### src/rtl/sky130_as_sc_hs__pipereg.sv
// Scannable STAGES-deep pipeline register bank with per-stage valid bit.
// Reset, scan shift, functional advance and hold are mutually exclusive per edge.
module sky130_as_sc_hs__pipereg #(
  parameter int                 WIDTH     = 8,
  parameter int                 STAGES    = 2,
  parameter logic [WIDTH-1:0]   RESET_VAL = {WIDTH{1'b0}}
) (
  input  logic             CLK,
  input  logic             RESET_B,
  input  logic             EN,
  input  logic [WIDTH-1:0] D,
  input  logic             VLD_IN,
  input  logic             SCE,
  input  logic             SCD,
  output logic [WIDTH-1:0] Q,
  output logic             VLD_OUT,
  output logic             SCQ,
  input  logic             VPWR,
  input  logic             VGND,
  input  logic             VPB,
  input  logic             VNB
);

  localparam int SW = WIDTH + 1;
  localparam int L  = STAGES * SW;

  if (WIDTH < 1 || WIDTH > 64) begin : g_bad_width
    $error("sky130_as_sc_hs__pipereg: WIDTH=%0d outside 1..64", WIDTH);
  end
  if (STAGES < 1 || STAGES > 16) begin : g_bad_stages
    $error("sky130_as_sc_hs__pipereg: STAGES=%0d outside 1..16", STAGES);
  end

  // Supply/bulk pins carry no logic.
  logic unused_supply;
  assign unused_supply = &{1'b0, VPWR, VGND, VPB, VNB};

  // Stage k occupies chain[k*SW +: SW] as {v[k], dat[k]}; index order is scan order.
  logic [L-1:0] chain;
  logic [L-1:0] chain_nxt;
  logic [L-1:0] chain_rst;

  always_comb begin
    chain_rst = '0;
    for (int k = 0; k < STAGES; k++) begin
      chain_rst[k*SW +: SW] = {1'b0, RESET_VAL};
    end
  end

  always_comb begin
    chain_nxt = chain;
    if (SCE) begin
      chain_nxt = {chain[L-2:0], SCD};
    end else if (EN) begin
      chain_nxt[0 +: SW] = {VLD_IN, D};
      for (int k = 1; k < STAGES; k++) begin
        chain_nxt[k*SW +: SW] = chain[(k-1)*SW +: SW];
      end
    end
  end

  always_ff @(posedge CLK) begin
    if (!RESET_B) begin
      chain <= chain_rst;
    end else begin
      chain <= chain_nxt;
    end
  end

  assign Q       = chain[(STAGES-1)*SW +: WIDTH];
  assign VLD_OUT = chain[L-1];
  assign SCQ     = chain[L-1];

endmodule
### config.mk
export PLATFORM = sky130hd
export DESIGN_NAME = sky130_as_sc_hs__pipereg
export DESIGN_NICKNAME = d
export VERILOG_FILES = /design/src/rtl/sky130_as_sc_hs__pipereg.sv
export SDC_FILE = /design/constraint.sdc
export NUM_CORES = 1
export LEC_CHECK = 0
export CORE_MARGIN = 4
export CORE_UTILIZATION = 45
export CTS_CLUSTER_DIAMETER = 40
export DETAILED_ROUTE_END_ITERATION = 8
export HOLD_SLACK_MARGIN = 0.03
export PLACE_DENSITY = 0.83
export RECOVER_POWER = 25
export SYNTH_ARGS = -nofsm -noshare
export SYNTH_HDL_FRONTEND = slang
export SYNTH_SLANG_ARGS = --single-unit
### constraint.sdc
create_clock -name CLK -period 1.82 [get_ports CLK]
set_input_delay 0.455 -clock CLK [delete_from_list [all_inputs] [get_ports CLK]]
set_output_delay 0.455 -clock CLK [all_outputs]
set_load 0.05 [all_outputs]
==> impl_metrics.ini, run 1 <==
[detailed_routing]
drtAntennaViolNets = 0
firstDrtPassIters = 3
viasPerCell = 5.023
drt_iter0_drc = 3
routedWlPerCell_um = 12.99
routed_wl_um = 1676
dr_total_vias = 648
drc = 0

[cts]
postCtsSetupBuffers = 0
cts_tree = done
path_clk_slew_ns = 0.09
cts_resized = 0
cts_sinks = 18
ctsLongestPathBuffers = 2
cts_buffers = 3
htreeDepth = 1
holdBufCountCts = 0
clock_latency_ns = 0.28
clockRootBuffer = clkbuf_4

[cells_and_area]
regMostFlops = chain
drive_gt1_share_pct = 26.73
largest_register_ffs = 18
finalNonFillerCells = 129
fin_nets = 121
multiInputGateArea_um2 = 545.5
reg_top3 = chain x18
fill_cells = 198
diodes = 0
area_delta_synth_final_pct = 15.55
seq_area_um2 = 360.3

[critical_path]
worstSetupEndpointType = output pin
crit_path_start = chain[13]$_SDFFE_PN0P_
cp-start-kind = register
crit_path_cell_trace = clkbuf_1
critPathKind = register to output pin
crit_slowest_cell = clkbuf_1
r2r_start = chain[5]$_SDFFE_PN0P_
cp_data_required_time_ns = 1.36
path_buf_inv = 1
slowest_delay_ns = 0.48
crit_fanout = 3
cp_data_arrival_time_ns = 1.15
critPathTopFamily = buffers and inverters

[floorplanning]
core_um2 = 2191
die_area_um2 = 3118
die_w_um = 55.84
ioPinCount = 28
rows = 17
die_h_um = 55.84
start_util_pct = 47.00

[yosys]
syn_nets = 106
syn_inst = 88
ys_types = 12
ys_seq_area_share_pct = 34.99
yosysWarnings = 0
avgSynthCellArea_um2 = 11.70
synth_seq_cells = 18
synth_area_um2 = 1030

[power_and_ir_drop]
clkPwrFrac_pct = 21.9
p_int_uw = 616.9
pwr-share-seq_pct = 51.6
power_switching_share_pct = 27.88
peakVddDrop_v = 0.0003105
p_leak_nw = 0.6512
powerDensity_nw_per_um2 = 718.9
switchingPower_uw = 238.5
pwr-share-comb_pct = 26.5

[global_route]
grt_antenna_before_repair = 0
grt_max_degree = 37
track_usage_pct = 11.35
grt_pass1_vias = 649
grt_pass1_wl_um = 2829
overflow = 0

[timing]
setup_tns_ns = 0
rsz0062_at_grt = false
finalCritPeriodShare_pct = 87.94
fin_crit_ns = 1.601
report.final.slew_viol_count = 0
hold_violations = 0
relSlewSlack_pct = 59.93
tightest_slew_ns = 0.6037
fmax_mhz = 624.8
fin_skew_ns = 0.0006185
setup_viol = 0

[placement]
gp_congestion = 0.7136
place_inst = 126
hpwl_um = 1211
io_buffers = 23

[flow_run]
maxCapViolCount = 0

[worst_hold_path]
min_path_type = register to register
min_from = chain[16]$_SDFFE_PN0P_

[status]
status = finished, final reports clean
[layout make-up]
| class | count | area share, % |
|---|---|---|
| Tap cell | 28 | 2.944 |
| Sequential cell | 18 | 30.28 |
| Multi-Input combinational cell | 54 | 45.85 |
| Timing Repair Buffer | 26 | 19.03 |
| Clock buffer | 3 | 1.893 |
[power by group through the flow]
stage                     registers (mW)  logic [mW]  clock network, mW
after global placement             0.449       0.234                  0
after floorplan                    0.449       0.185                  0
after detailed placement           0.451       0.237                  0
after CTS                          0.442       0.238              0.197
after global routing               0.446       0.243              0.219
final                              0.441       0.227              0.187
[cells in the mapped netlist (all sizes together)]
cell,count,area share [%]
mux2,18,23
clkbuf,1,0.36
o211a,18,17
buf,15,12
nand2b,8,4.9
dfxtp,18,35
or2b,10,7.3
[per-stage QoR]
step	power [mW]	instance area [µm²]	worst slack, ns	util (%)	hold slack, ns
after floorplan	0.6347	1030	0.4553	-	0.5556
after global placement	0.6833	1194	0.02568	54.48	0.5762
after detailed placement	0.6881	1194	0.001976	54.48	0.5913
after CTS	0.8768	1216	0.3140	55.51	0.6161
after global routing	0.9070	1190	0.1677	54.31	0.6329
final	0.8555	1190	0.2195	54.31	0.6062
[kinds of logic (layout without fill, tap and decap cells)]
group,Yosys count,after routing,synth area share [%]
compound gates,18,18,17.50
mux,18,18,23.33
flops,18,18,34.99
simple gates,18,18,12.15
buf+inv,16,29,12.03
[cells in the final DEF (no fill, tap or decap)]
cell type and instances:
o211a_1 18, dfxtp_1 18, clkdlybuf4s50_1 13, mux2_4 10, or2b_1 10, nand2b_1 8, mux2_2 8, clkbuf_1 7
buf_4 4, clkbuf_4 3, buf_12 2
[per-layer routing]
layer / part of all wire (%) / GRT usage (%) / up-vias
met5: 0 / 0 / -
met4: 1.6 / 7.119 / 0
met3: 5.5 / 2.552 / 2
met2: 46 / 17.91 / 13
met1: 47 / 13.90 / 300
li1: - / - / 333
[worst paths after layout]
path / end / slack [ns] / cells after the start
setup / recovery: Q[4] / 0.22 / 1
hold / removal: chain[17]$_SDFFE_PN0P_ / 0.61 / 2
setup reg to reg: chain[5]$_SDFFE_PN0P_ / 0.91 / 2
hold reg to reg: chain[17]$_SDFFE_PN0P_ / 0.61 / 2
No activity file was read; power rests on OpenSTA's default activity.
==> inputs of run 2 (changes only) <==
Settings changed: CORE_ASPECT_RATIO from default to 0.8.
==> impl_metrics.ini, run 2 (synthesis gave the netlist of run 1 again) <==
[status]
status = finished, final reports clean

[power_and_ir_drop]
clkPwrFrac_pct = 27.0
powerDensity_nw_per_um2 = 763.0
peakVddDrop_v = 0.0005296
switchingPower_uw = 253.2
p_leak_nw = 0.6584
power_switching_share_pct = 27.66
pwr-share-comb_pct = 24.8
pwr-share-seq_pct = 48.2
p_int_uw = 662.3

[critical_path]
cp_data_required_time_ns = 1.36
cp-start-kind = register
crit_path_cell_trace = clkbuf_1
crit_slowest_cell = clkbuf_1
critPathTopFamily = buffers and inverters
critPathKind = register to output pin
path_buf_inv = 1
worstSetupEndpointType = output pin
slowest_delay_ns = 0.47
cp_data_arrival_time_ns = 1.14
crit_fanout = 3

[timing]
tightest_slew_ns = 0.5991
rsz0062_at_grt = false
whs_ns = 0.6114
fin_crit_ns = 1.592
setup_viol = 0
fin_skew_ns = 0.004731
relSlewSlack_pct = 60.23
hold_violations = 0
report.final.slew_viol_count = 0
finalCritPeriodShare_pct = 87.48
fmax_mhz = 628.1

[detailed_routing]
drtAntennaViolNets = 0
routedWlPerCell_um = 13.50
drc = 0
firstDrtPassIters = 2
routed_wl_um = 1715
drt_iter0_drc = 14
dr_total_vias = 662
viasPerCell = 5.213

[global_route]
grt_pass1_wl_um = 2815
grt_pass1_vias = 668
overflow = 0
grt_antenna_before_repair = 0
grt_max_degree = 37
track_usage_pct = 12.35

[cells_and_area]
fin_util_pct = 55.59
reg_top3 = chain x18
largest_register_ffs = 18
drive_gt1_share_pct = 27.45
fill_cells = 217
regMostFlops = chain
layout_common_cells = o211a_1 (18), dfxtp_1 (18), clkdlybuf4s50_1 (13)
multiInputGateArea_um2 = 545.5
fin_nets = 121
diodes = 0
area_delta_synth_final_pct = 16.52
seq_area_um2 = 360.3

[worst_hold_path]
min_path_type = register to register

[floorplanning]
rows = 15
start_util_pct = 47.71
die_w_um = 61.48
core_um2 = 2158
die_area_um2 = 3122
die_h_um = 50.79
ioPinCount = 28

[placement]
hpwl_um = 1198
io_buffers = 23
gp_congestion = 0.6761

[flow_run]
maxCapViolCount = 0

[cts]
cts_resized = 0
cts_sinks = 18
htreeDepth = 1
holdBufCountCts = 0
cts_tree = done
clockRootBuffer = clkbuf_4
postCtsSetupBuffers = 0
path_clk_slew_ns = 0.10
clock_latency_ns = 0.30
cts_buffers = 3
ctsLongestPathBuffers = 2
## run 2: changes by cell type in the layout (fill, tap and decap cells not counted)
cell | before | now
clkbuf_8 | 0 | 1
## run 2: worst paths after layout
kind / startpoint / endpoint / slack (ns) / depth (start not counted)
setup / recovery: chain[9]$_SDFFE_PN0P_ / Q[0] / 0.23 / 1
hold / removal: chain[11]$_SDFFE_PN0P_ / chain[12]$_SDFFE_PN0P_ / 0.61 / 2
setup reg to reg: chain[1]$_SDFFE_PN0P_ / chain[1]$_SDFFE_PN0P_ / 0.91 / 2
hold reg to reg: chain[11]$_SDFFE_PN0P_ / chain[12]$_SDFFE_PN0P_ / 0.61 / 2
## run 2: per-stage QoR
step           cells  area, µm²  setup slack [ns]  setup TNS [ns]  total power, mW
3_5_place_dp     123       1190          -0.01333        -0.01333           0.6884
2_1_floorplan     88       1030            0.4553               0           0.6347
5_1_grt          127       1200            0.1615               0           0.9624
4_1_cts          127       1226            0.3187               0           0.9438
6_report         127       1200            0.2278               0           0.9155
3_3_place_gp     123       1190           0.02121               0           0.6821
## run 2: cell type report
type / instances / area share (%)
sequential: 18 / 30.03
clock buffer: 4 / 3.024
multi-input combinational: 54 / 45.46
timing repair buffer: 26 / 18.87
tap: 25 / 2.607
## run 2: worst reg2reg max path, cell delays in order, from the launching register on
cell     delay (ns)
dfxtp_1        0.34
mux2_2         0.26
o211a_1        0.21
## run 2: layer usage
layer	track usage [%]	part of all wire [%]	up-vias
met4	4.240	0	0
met2	19.34	47	20
li1	-	-	332
met5	0	0	-
met3	5.656	7.9	0
met1	14.64	45	310
## run 2: power groups by stage
| stage | logic [mW] | registers (mW) | clock network [mW] |
|---|---|---|---|
| floorplan | 0.185 | 0.449 | 0 |
| global placement | 0.232 | 0.450 | 0 |
| detailed placement | 0.237 | 0.451 | 0 |
| CTS | 0.238 | 0.442 | 0.264 |
| global route | 0.242 | 0.447 | 0.274 |
| finish | 0.227 | 0.441 | 0.247 |
